--- src/rtl/player_pkg.sv ---
// ---------------------------------------------------------------------------
// player_pkg
// Shared definitions for the keyboard-driven cursor controller:
//   - PS/2 set-2 scan-code constants (make codes, break/extended prefixes)
//   - decoder state enum
//   - reset_centre(): the cursor cell a reset returns to
// ---------------------------------------------------------------------------
package player_pkg;

  // Plain make codes (W/S/A/D-style keys and Enter)
  localparam logic [7:0] SC_UP       = 8'h1D;
  localparam logic [7:0] SC_DOWN     = 8'h1B;
  localparam logic [7:0] SC_LEFT     = 8'h1C;
  localparam logic [7:0] SC_RIGHT    = 8'h23;
  localparam logic [7:0] SC_ENTER    = 8'h5A;

  // Prefix bytes
  localparam logic [7:0] SC_BREAK    = 8'hF0;
  localparam logic [7:0] SC_EXT      = 8'hE0;

  // Extended (E0-prefixed) arrow keys
  localparam logic [7:0] SC_AR_UP    = 8'h75;
  localparam logic [7:0] SC_AR_DOWN  = 8'h72;
  localparam logic [7:0] SC_AR_LEFT  = 8'h6B;
  localparam logic [7:0] SC_AR_RIGHT = 8'h74;

  typedef enum logic [1:0] {
    ST_IDLE,
    ST_BRK,
    ST_EXT,
    ST_EXT_BRK
  } dec_state_t;

  // Centre cell of a board_n x board_n board (rounded down for even sizes)
  function automatic int reset_centre(input int board_n);
    return (board_n - 1) / 2;
  endfunction

endpackage

--- src/rtl/ps2_rx.sv ---
// ---------------------------------------------------------------------------
// ps2_rx
// PS/2 device-to-host frame receiver. Both raw PS/2 lines are brought into the
// clk domain through 2-FF synchronisers; one bit is taken per falling edge of
// the synchronised PS/2 clock. A frame is start(0), 8 data bits LSB first,
// odd parity, stop(1). Frames with a bad start/parity/stop bit are dropped
// without any indication. A frame that stalls for TIMEOUT_CYC clk cycles is
// abandoned so the next start bit realigns the receiver.
//
// Ports
//   clk          in   system clock
//   rst          in   synchronous active-high reset
//   i_ps2_clk    in   raw PS/2 clock (asynchronous)
//   i_ps2_data   in   raw PS/2 data  (asynchronous)
//   o_byte_valid out  one-cycle strobe, o_byte holds a good received code
//   o_byte       out  received 8-bit code
// ---------------------------------------------------------------------------
module ps2_rx #(
  parameter int TIMEOUT_CYC = 50000
) (
  input  logic       clk,
  input  logic       rst,
  input  logic       i_ps2_clk,
  input  logic       i_ps2_data,
  output logic       o_byte_valid,
  output logic [7:0] o_byte
);

  localparam int TO_W = $clog2(TIMEOUT_CYC + 1);
  localparam logic [TO_W-1:0] TO_LAST = TO_W'(TIMEOUT_CYC - 1);

  logic [1:0]      r_clk_sync;
  logic [1:0]      r_dat_sync;
  logic            r_clk_prev;
  logic [3:0]      r_bitcnt;
  logic [9:0]      r_shift;
  logic [TO_W-1:0] r_tocnt;
  logic            r_byte_valid;
  logic [7:0]      r_byte;

  logic            w_fall;
  logic [10:0]     w_frame;
  logic            w_frame_ok;

  assign w_fall = r_clk_prev & ~r_clk_sync[1];

  // r_shift holds bits 0..9 (start, data, parity); the stop bit is the
  // synchronised data line at the 11th falling edge.
  assign w_frame    = {r_dat_sync[1], r_shift};
  assign w_frame_ok = ~w_frame[0] & w_frame[10] & (^w_frame[9:1]);

  // Synchronisers, bit counter and timeout (control)
  always_ff @(posedge clk) begin
    if (rst) begin
      r_clk_sync   <= 2'b11;
      r_dat_sync   <= 2'b11;
      r_clk_prev   <= 1'b1;
      r_bitcnt     <= '0;
      r_tocnt      <= '0;
      r_byte_valid <= 1'b0;
    end else begin
      r_clk_sync   <= {r_clk_sync[0], i_ps2_clk};
      r_dat_sync   <= {r_dat_sync[0], i_ps2_data};
      r_clk_prev   <= r_clk_sync[1];
      r_byte_valid <= 1'b0;
      if (w_fall) begin
        r_tocnt <= '0;
        if (r_bitcnt == 4'd10) begin
          r_bitcnt     <= '0;
          r_byte_valid <= w_frame_ok;
        end else begin
          r_bitcnt <= r_bitcnt + 4'd1;
        end
      end else if (r_bitcnt != 4'd0) begin
        // Only a frame in progress can time out
        if (r_tocnt == TO_LAST) begin
          r_bitcnt <= '0;
          r_tocnt  <= '0;
        end else begin
          r_tocnt <= r_tocnt + 1'b1;
        end
      end
    end
  end

  // Frame shift and captured byte (data path, no reset)
  always_ff @(posedge clk) begin
    if (w_fall) begin
      if (r_bitcnt == 4'd10) begin
        r_byte <= w_frame[8:1];
      end else begin
        r_shift <= {r_dat_sync[1], r_shift[9:1]};
      end
    end
  end

  assign o_byte_valid = r_byte_valid;
  assign o_byte       = r_byte;

endmodule

--- src/rtl/player_ctrl.sv ---
// ---------------------------------------------------------------------------
// player_ctrl
// Keyboard cursor controller for a BOARD_N x BOARD_N board game. PS/2 codes
// from ps2_rx are decoded (make / break / extended prefixes) into cursor
// moves and a placement strobe.
//
// Build option
//   PLAYER_CTRL_ARROW_EN  defined: E0-prefixed arrow keys also move the
//                         cursor. Undefined: the byte after E0 is swallowed.
//
// Parameters
//   BOARD_N      board edge in cells (5..31)
//   COORD_W      coordinate width, must equal $clog2(BOARD_N)
//   WRAP         1 = cursor wraps at the edges, 0 = clamps
//   TIMEOUT_CYC  idle clk cycles before a partial PS/2 frame is dropped
//
// Ports
//   clk         in   system clock
//   rst         in   synchronous active-high reset
//   ps2_clk     in   raw PS/2 clock (asynchronous)
//   ps2_data    in   raw PS/2 data  (asynchronous)
//   is_player   in   high during the human player's turn
//   have_chess  in   high when the cursor cell is occupied
//   disp        out  one-hot cursor map, bit row*BOARD_N+col
//   choose_row  out  cursor row (registered)
//   choose_col  out  cursor column (registered)
//   pressed     out  one-cycle placement strobe
// ---------------------------------------------------------------------------
module player_ctrl
  import player_pkg::*;
#(
  parameter int BOARD_N     = 15,
  parameter int COORD_W     = 4,
  parameter int WRAP        = 1,
  parameter int TIMEOUT_CYC = 50000
) (
  input  logic                       clk,
  input  logic                       rst,
  input  logic                       ps2_clk,
  input  logic                       ps2_data,
  input  logic                       is_player,
  input  logic                       have_chess,
  output logic [BOARD_N*BOARD_N-1:0] disp,
  output logic [COORD_W-1:0]         choose_row,
  output logic [COORD_W-1:0]         choose_col,
  output logic                       pressed
);

  localparam int CELLS = BOARD_N * BOARD_N;
  localparam int IDX_W = $clog2(CELLS);
  localparam logic [COORD_W-1:0] C_MAX    = COORD_W'(BOARD_N - 1);
  localparam logic [COORD_W-1:0] C_CENTRE = COORD_W'(reset_centre(BOARD_N));

  // Step a coordinate down / up, wrapping or saturating at the board edge
  function automatic logic [COORD_W-1:0] step_dec(input logic [COORD_W-1:0] c);
    if (c == '0) return (WRAP != 0) ? C_MAX : '0;
    return c - 1'b1;
  endfunction

  function automatic logic [COORD_W-1:0] step_inc(input logic [COORD_W-1:0] c);
    if (c == C_MAX) return (WRAP != 0) ? '0 : C_MAX;
    return c + 1'b1;
  endfunction

  logic             w_byte_valid;
  logic [7:0]       w_byte;

  dec_state_t       r_state;
  dec_state_t       w_state_nxt;
  logic             w_up;
  logic             w_down;
  logic             w_left;
  logic             w_right;
  logic             w_enter;

  logic [COORD_W-1:0] r_row;
  logic [COORD_W-1:0] r_col;
  logic               r_pressed;
  logic [IDX_W-1:0]   w_idx;
  logic [CELLS-1:0]   w_disp;

  ps2_rx #(
    .TIMEOUT_CYC (TIMEOUT_CYC)
  ) u_ps2_rx (
    .clk          (clk),
    .rst          (rst),
    .i_ps2_clk    (ps2_clk),
    .i_ps2_data   (ps2_data),
    .o_byte_valid (w_byte_valid),
    .o_byte       (w_byte)
  );

  // Stage p0: decode the received byte into a next state and one action
  always_comb begin
    w_state_nxt = r_state;
    w_up        = 1'b0;
    w_down      = 1'b0;
    w_left      = 1'b0;
    w_right     = 1'b0;
    w_enter     = 1'b0;
    if (w_byte_valid) begin
      unique case (r_state)
        ST_IDLE: begin
          case (w_byte)
            SC_BREAK: w_state_nxt = ST_BRK;
            SC_EXT:   w_state_nxt = ST_EXT;
            SC_UP:    w_up        = 1'b1;
            SC_DOWN:  w_down      = 1'b1;
            SC_LEFT:  w_left      = 1'b1;
            SC_RIGHT: w_right     = 1'b1;
            SC_ENTER: w_enter     = 1'b1;
            default:  ;
          endcase
        end
        // Byte after F0 is the released key: swallow it
        ST_BRK: w_state_nxt = ST_IDLE;
        ST_EXT: begin
          if (w_byte == SC_BREAK) begin
            w_state_nxt = ST_EXT_BRK;
          end else begin
            w_state_nxt = ST_IDLE;
`ifdef PLAYER_CTRL_ARROW_EN
            case (w_byte)
              SC_AR_UP:    w_up    = 1'b1;
              SC_AR_DOWN:  w_down  = 1'b1;
              SC_AR_LEFT:  w_left  = 1'b1;
              SC_AR_RIGHT: w_right = 1'b1;
              default:     ;
            endcase
`endif
          end
        end
        ST_EXT_BRK: w_state_nxt = ST_IDLE;
        default:    w_state_nxt = ST_IDLE;
      endcase
    end
  end

  // Stage p1: decoder state, cursor and placement strobe registers.
  // The decoder keeps its state across turn changes; is_player only gates
  // the enter strobe, and a gated enter is dropped rather than held.
  always_ff @(posedge clk) begin
    if (rst) begin
      r_state   <= ST_IDLE;
      r_row     <= C_CENTRE;
      r_col     <= C_CENTRE;
      r_pressed <= 1'b0;
    end else begin
      r_state   <= w_state_nxt;
      r_pressed <= w_enter & is_player & ~have_chess;
      if (w_up)    r_row <= step_dec(r_row);
      if (w_down)  r_row <= step_inc(r_row);
      if (w_left)  r_col <= step_dec(r_col);
      if (w_right) r_col <= step_inc(r_col);
    end
  end

  // One-hot map taken straight from the cursor registers so it moves in the
  // same cycle as choose_row/choose_col.
  assign w_idx = IDX_W'(r_row) * IDX_W'(BOARD_N) + IDX_W'(r_col);

  always_comb begin
    w_disp = '0;
    for (int i = 0; i < CELLS; i++) begin
      w_disp[i] = (w_idx == IDX_W'(i));
    end
  end

  assign disp       = w_disp;
  assign choose_row = r_row;
  assign choose_col = r_col;
  assign pressed    = r_pressed;

endmodule

--- config.mk ---
export PLATFORM = sky130hd
export DESIGN_NAME = player_ctrl
export DESIGN_NICKNAME = d
export VERILOG_FILES = /design/src/rtl/player_pkg.sv /design/src/rtl/ps2_rx.sv /design/src/rtl/player_ctrl.sv
export SDC_FILE = /design/constraint.sdc
export NUM_CORES = 1
export LEC_CHECK = 0
export CAP_MARGIN = 0
export CORE_ASPECT_RATIO = 2
export CORE_UTILIZATION = 43
export DETAILED_ROUTE_END_ITERATION = 7
export PLACE_DENSITY = 0.88
export RECOVER_POWER = 100
export SLEW_MARGIN = 20
export SYNTH_ARGS = -nofsm -noshare
export SYNTH_HDL_FRONTEND = slang
export SYNTH_SLANG_ARGS = --single-unit
--- constraint.sdc ---
create_clock -name clk -period 6.8 [get_ports clk]
set_clock_uncertainty 0.05 [all_clocks]
set_input_delay 1.7 -clock clk [delete_from_list [all_inputs] [get_ports clk]]
set_output_delay 1.7 -clock clk [all_outputs]
set_load 0.1 [all_outputs]
==> metrics.md, run 1 <==
| Metric | Value |
|---|---|
| Largest family of logic cells by synthesized area | `simple AND/OR/NAND/NOR gates` |
| Synth Area in Simple Gates | `42.2%` |
| Final GP Congestion | `slightly below 1` |
| Post-Syn Nets | `728` |
| Initial Util | `between 40 and 50%` |
| Adder-cell share of the synthesized area | `10.8%` |
| Tool Error | `[ERROR DPL-0038] Utilization greater than 100%, impossible to legalize` |
| Mapped cell area | `5130 sq um` |
| Yosys warns | `0` |
| Post-synth EDFFs | `18` |
| Mux contribution to synthesized area | `0.780%` |
| Post-synth top area share | `17.9%` |
| FF+latch count, synth | `55` |
| Mean Syn Cell Area | `7.52 sq um` |
| Area leader, netlist | `nor4_1` |
| Synth top area cells | `nor4_1, dfxtp_1, edfxtp_1, ha_1, nor3_1` |
| I/O pin cnt | `between 200 and 250` |
| Post-synthesis sequential area ratio | `between 20 and 25%` |
| Synth cell types | `61` |
| Status | `aborted with a tool error` |
| Post-Syn Instances | `just under 700` |
| Row count | `56` |
| Ys flop type | `dfxtp_1` |
| Exit stage | `detailed placement (3_5_place_dp)` |
| PortBufs | `239` |
| Die span in y | `156 um` |
| Post-Synth XOR/XNOR Area | `5.63%` |
| Synth Area in Compound Gates | `7.68%` |
| Die X | `79.2 um` |
| FFs w/ async S/R, synth | `0%` |
per-stage QoR:
stage	setup WS (ps)	instance area, sq um	instances	TNS, ps
3_3_place_gp	622	12900	1022	0
2_1_floorplan	-123	7950	682	-1320
kinds of logic after synthesis:
logic type,after synthesis
xor gates and xnor gates,33
muxes,4
adders and majority gates,40
buffers and inverters,107
AOI/OAI and AO/OA,56
and+or+nand+nor,387
DFF,55
synth_stat cells, types with 2 or more instances:
library cell / n
nand2_1: 35
dfxtp_1: 37
ha_1: 33
buf_2: 5
or2_2: 6
and2_1: 4
buf_1: 10
nor4_1: 147
a21oi_1: 15
inv_1: 23
nor3b_1: 4
xnor2_1: 19
a22oi_1: 2
nor2_1: 49
a41oi_1: 2
nand3b_1: 3
nand3_1: 19
clkbuf_1: 69
mux2i_1: 4
a211oi_1: 3
or3_1: 4
nand4b_1: 2
xor2_1: 14
o21ai_0: 7
nor2b_1: 4
o211ai_1: 4
o21a_1: 3
nand2b_1: 9
o21ai_1: 2
a221o_1: 2
nor3_1: 74
and3_1: 5
nor4b_1: 2
fa_1: 7
a21o_1: 2
edfxtp_1: 18
and4_1: 2
nand4_1: 9
==> inputs of run 2 (changes only) <==
--- a/config.mk
+++ b/config.mk
@@ -6,10 +6,9 @@
 export NUM_CORES = 1
 export LEC_CHECK = 0
 export CAP_MARGIN = 0
-export CORE_ASPECT_RATIO = 2
-export CORE_UTILIZATION = 43
+export CORE_UTILIZATION = 31
 export DETAILED_ROUTE_END_ITERATION = 7
-export PLACE_DENSITY = 0.88
+export PLACE_DENSITY_LB_ADDON = 0.15
 export RECOVER_POWER = 100
 export SLEW_MARGIN = 20
 export SYNTH_ARGS = -nofsm -noshare
==> run 2 against run 1 <==
  * The run now ends clean
  * Area after synthesis stayed put
  * Synthesized cell count is the same
==> metrics.md, run 2 <==
| Metric | Value |
|---|---|
| CP Max Fanout | `9` |
| Final GP Congestion | `0.896 (-8.4%)` |
| Post-Syn Instances | `682 (unchanged)` |
| Hold Violations, Final | `0` |
| Max-slew headroom | `30.0%` |
| Clk Latency, worst-skew pair | `between 200 and 300 ps` |
| Ys flop type | `dfxtp_1` |
| Vias in the first global route | `6884` |
| FF+latch count, synth | `55 (unchanged)` |
| Initial antenna violation count | `0` |
| Leak | `between 3 and 4 nW` |
| Num CTS Buffers | `5` |
| Overall Global Routing Usage | `34.3%` |
| Setup Fix Bufs, Post-CTS | `0` |
| Number of flip-flops in the largest register | `16` |
| Drc violations | `0` |
| Post-route cell area | `11400 sq um` |
| Die span in y | `131 um (-17%)` |
| Die X | `131 um (+65%)` |
| RSZ-0062 raised after global routing | `false` |
| Post-DR vias/cell | `6.14` |
| Max rail drop VDD | `~0.16 mV` |
| Max-cap violations | `0` |
| Routed Antenna Nets | `0` |
| # hold bufs at CTS | `0` |
| Clock power share | `between 40% and 50%` |
| Setup TNS | `0 ps` |
| Worst slew pin tran | `1050 ps` |
| DR WL/cell | `26.6 um` |
| TritonCTS clock tree | `built` |
| Diode count | `0` |
| I/O pin cnt | `240 (unchanged)` |
| Reg2reg start | `u_ps2_rx.r_bitcnt[0]` |
| Status | `finished clean` |
| Min-delay src | `u_ps2_rx.r_clk_sync[0]` |
| Int Pwr | `between 0.0004 and 0.0005 W` |
| Area leader, netlist | `nor4_1` |
| Initial Util | `32.1% (-12 points)` |
| Row count | `46 (-18%)` |
| Commonest cells after routing, fill and taps aside | `buf_12, nor4_4, clkbuf_4, nor2_1, nor3_2` |
| CP required | `around 5000 ps` |
| Drt pass-1 iters | `5` |
| Comb power frac | `around 3.1%` |
| Most common cell after layout, fill and taps aside | `buf_12` |
| Flop-to-flop setup slack | `4110 ps` |
| Crit end category | `primary output` |
| Largest net degree at the start of global routing | `95` |
| Total gr overflow | `0` |
| Synth cell types | `61 (unchanged)` |
| Max Fclk | `about 150 MHz` |
| Top cells by count, synth | `nor4_1, nor3_1, clkbuf_1, nor2_1, dfxtp_1` |
| Max clock buf depth | `2` |
| Total wire length | `29400 um` |
| Reg clk slew, reported paths | `80 ps` |
| Post-Syn Nets | `728 (unchanged)` |
| Mapped cell area | `5130 sq um (unchanged)` |
| Reg power frac | `54.7%` |
| Worst setup path startpoint | `choose_row[0]` |
| Count leader, synth | `nor4_1` |
| CTS sink cnt | `55` |
| DP Area | `between 10000 and 15000 sq um` |
| Detail Placement HPWL | `22200 um` |
| Die ar. | `between 15000 and 20000 sq um` |
| Top reg by flops | `u_ps2_rx.r_tocnt` |
| Crit share post-route | `97.9%` |
| Synth top area cells | `nor4_1, dfxtp_1, edfxtp_1, ha_1, nor3_1` |
| FFs w/ async S/R, synth | `0% (unchanged)` |
| CTS root buf | `clkbuf_16` |
| Slew Viols, Final | `0` |
| Mean Syn Cell Area | `7.52 sq um (unchanged)` |
| Worst setup SP type | `flip-flop` |
| Global-route wire length before repair | `44100 um` |
| Worst min path class | `flip-flop to flip-flop` |
| Share of cells above drive strength 1 | `57.1%` |
| Yosys warns | `0 (unchanged)` |
| Initial DRC count | `491` |
| Routed via count | `slightly below 7000` |
| Pwr dens | `55.1 nW/um^2` |
| Net switching power | `0.000139 W` |
| Area Growth Syn to Fin | `122%` |
| PortBufs | `239 (unchanged)` |
| Post-synthesis sequential area ratio | `25.0% (unchanged)` |
| CP Data Arrival Time | `4900 ps` |
| Endpoints failing setup | `0` |
| Post-synth top area share | `17.9% (unchanged)` |
| Final-stage net count | `933` |
| Sw frac | `22.1%` |
| Tmin final | `around 6700 ps` |
| Post-synth EDFFs | `18 (unchanged)` |
| WS Path Type | `flip-flop to primary output` |
| Placeable Area | `16000 sq um` |
| H-Tree Depth | `2` |
==> run 2: area by class of cell <==
| type | count | area, sq um |
|---|---|---|
| fillers | 1133 | 4620 |
| flip-flops and latches | 55 | 1290 |
| well taps | 216 | 270 |
| inverters | 23 | 87.6 |
| repair buffers | 282 | 3790 |
| clock inverters | 3 | 26.3 |
| clock buffers | 5 | 125 |
| multi-input cells | 520 | 5780 |
==> run 2: power by group through the flow <==
stage          clock, W  combinational, W  sequential (W)
3_3_place_gp          0         0.0000173        0.000350
5_1_grt        0.000278         0.0000213        0.000344
3_5_place_dp          0         0.0000191        0.000351
4_1_cts        0.000263         0.0000192        0.000343
2_1_floorplan         0         0.0000130        0.000350
6_report       0.000265         0.0000193        0.000343
==> run 2: through the flow <==
| stage | setup WS (ps) | hold slack [ps] | util, % | instances | total power (W) |
|---|---|---|---|---|---|
| 3_5_place_dp | 417 | 357 | 82.0 | 1096 | 0.000370 |
| 5_1_grt | 22.9 | 403 | 71.1 | 1104 | 0.000643 |
| 4_1_cts | 116 | 384 | 82.9 | 1104 | 0.000626 |
| 3_3_place_gp | 576 | 345 | 82.0 | 1096 | 0.000368 |
| 6_report | 146 | 378 | 71.1 | 1104 | 0.000627 |
| 2_1_floorplan | -123 | 339 | - | 682 | 0.000363 |
==> run 2: logic make-up after synthesis <==
group                    Yosys count  synth area share [%]
multiplexers                       4                 0.781
buffers and inverters            107                  7.95
XOR/XNOR                          33                  5.63
AND/OR/NAND/NOR                  387                  42.2
flip-flops                        55                  25.0
adder cells (fa/ha/maj)           40                  10.8
AO/OA/AOI/OAI                     56                  7.68
==> run 2: path summary, 6_finish.rpt <==
| path | depth (start not counted) | end |
|---|---|---|
| worst min register to register | 1 | u_ps2_rx.r_clk_sync[1] |
| worst max-delay path | 12 | disp[190] |
| worst min-delay path | 1 | u_ps2_rx.r_clk_sync[1] |
| worst max register to register | 7 | u_ps2_rx.r_bitcnt[0] |
==> run 2: what timing repair did <==
action	4_1_cts	5_1_grt
resized for setup	0	2
setup endpoints to repair	0	48
hold endpoints to repair	0	0
==> run 2: routing by layer <==
metal	part of all wire [%]	track usage [%]	vias to the layer above
li1	-	-	2972
met1	36	38.0	3363
met2	53	63.8	353
met3	6.8	7.41	94
met4	4.5	12.6	0
met5	0	0	-
==> run 2: worst max-delay path, cell delays in order, from the launching register on <==
cell and delay (ps):
dfxtp_4 380, fa_1 530, inv_1 70, fa_1 460, fa_1 530, inv_1 50, ha_1 370, o21a_1 260
a2111oi_0 810, a211oi_4 50, or3_1 500, nor2_1 150, buf_2 440
(Power assumes the default switching activity.)
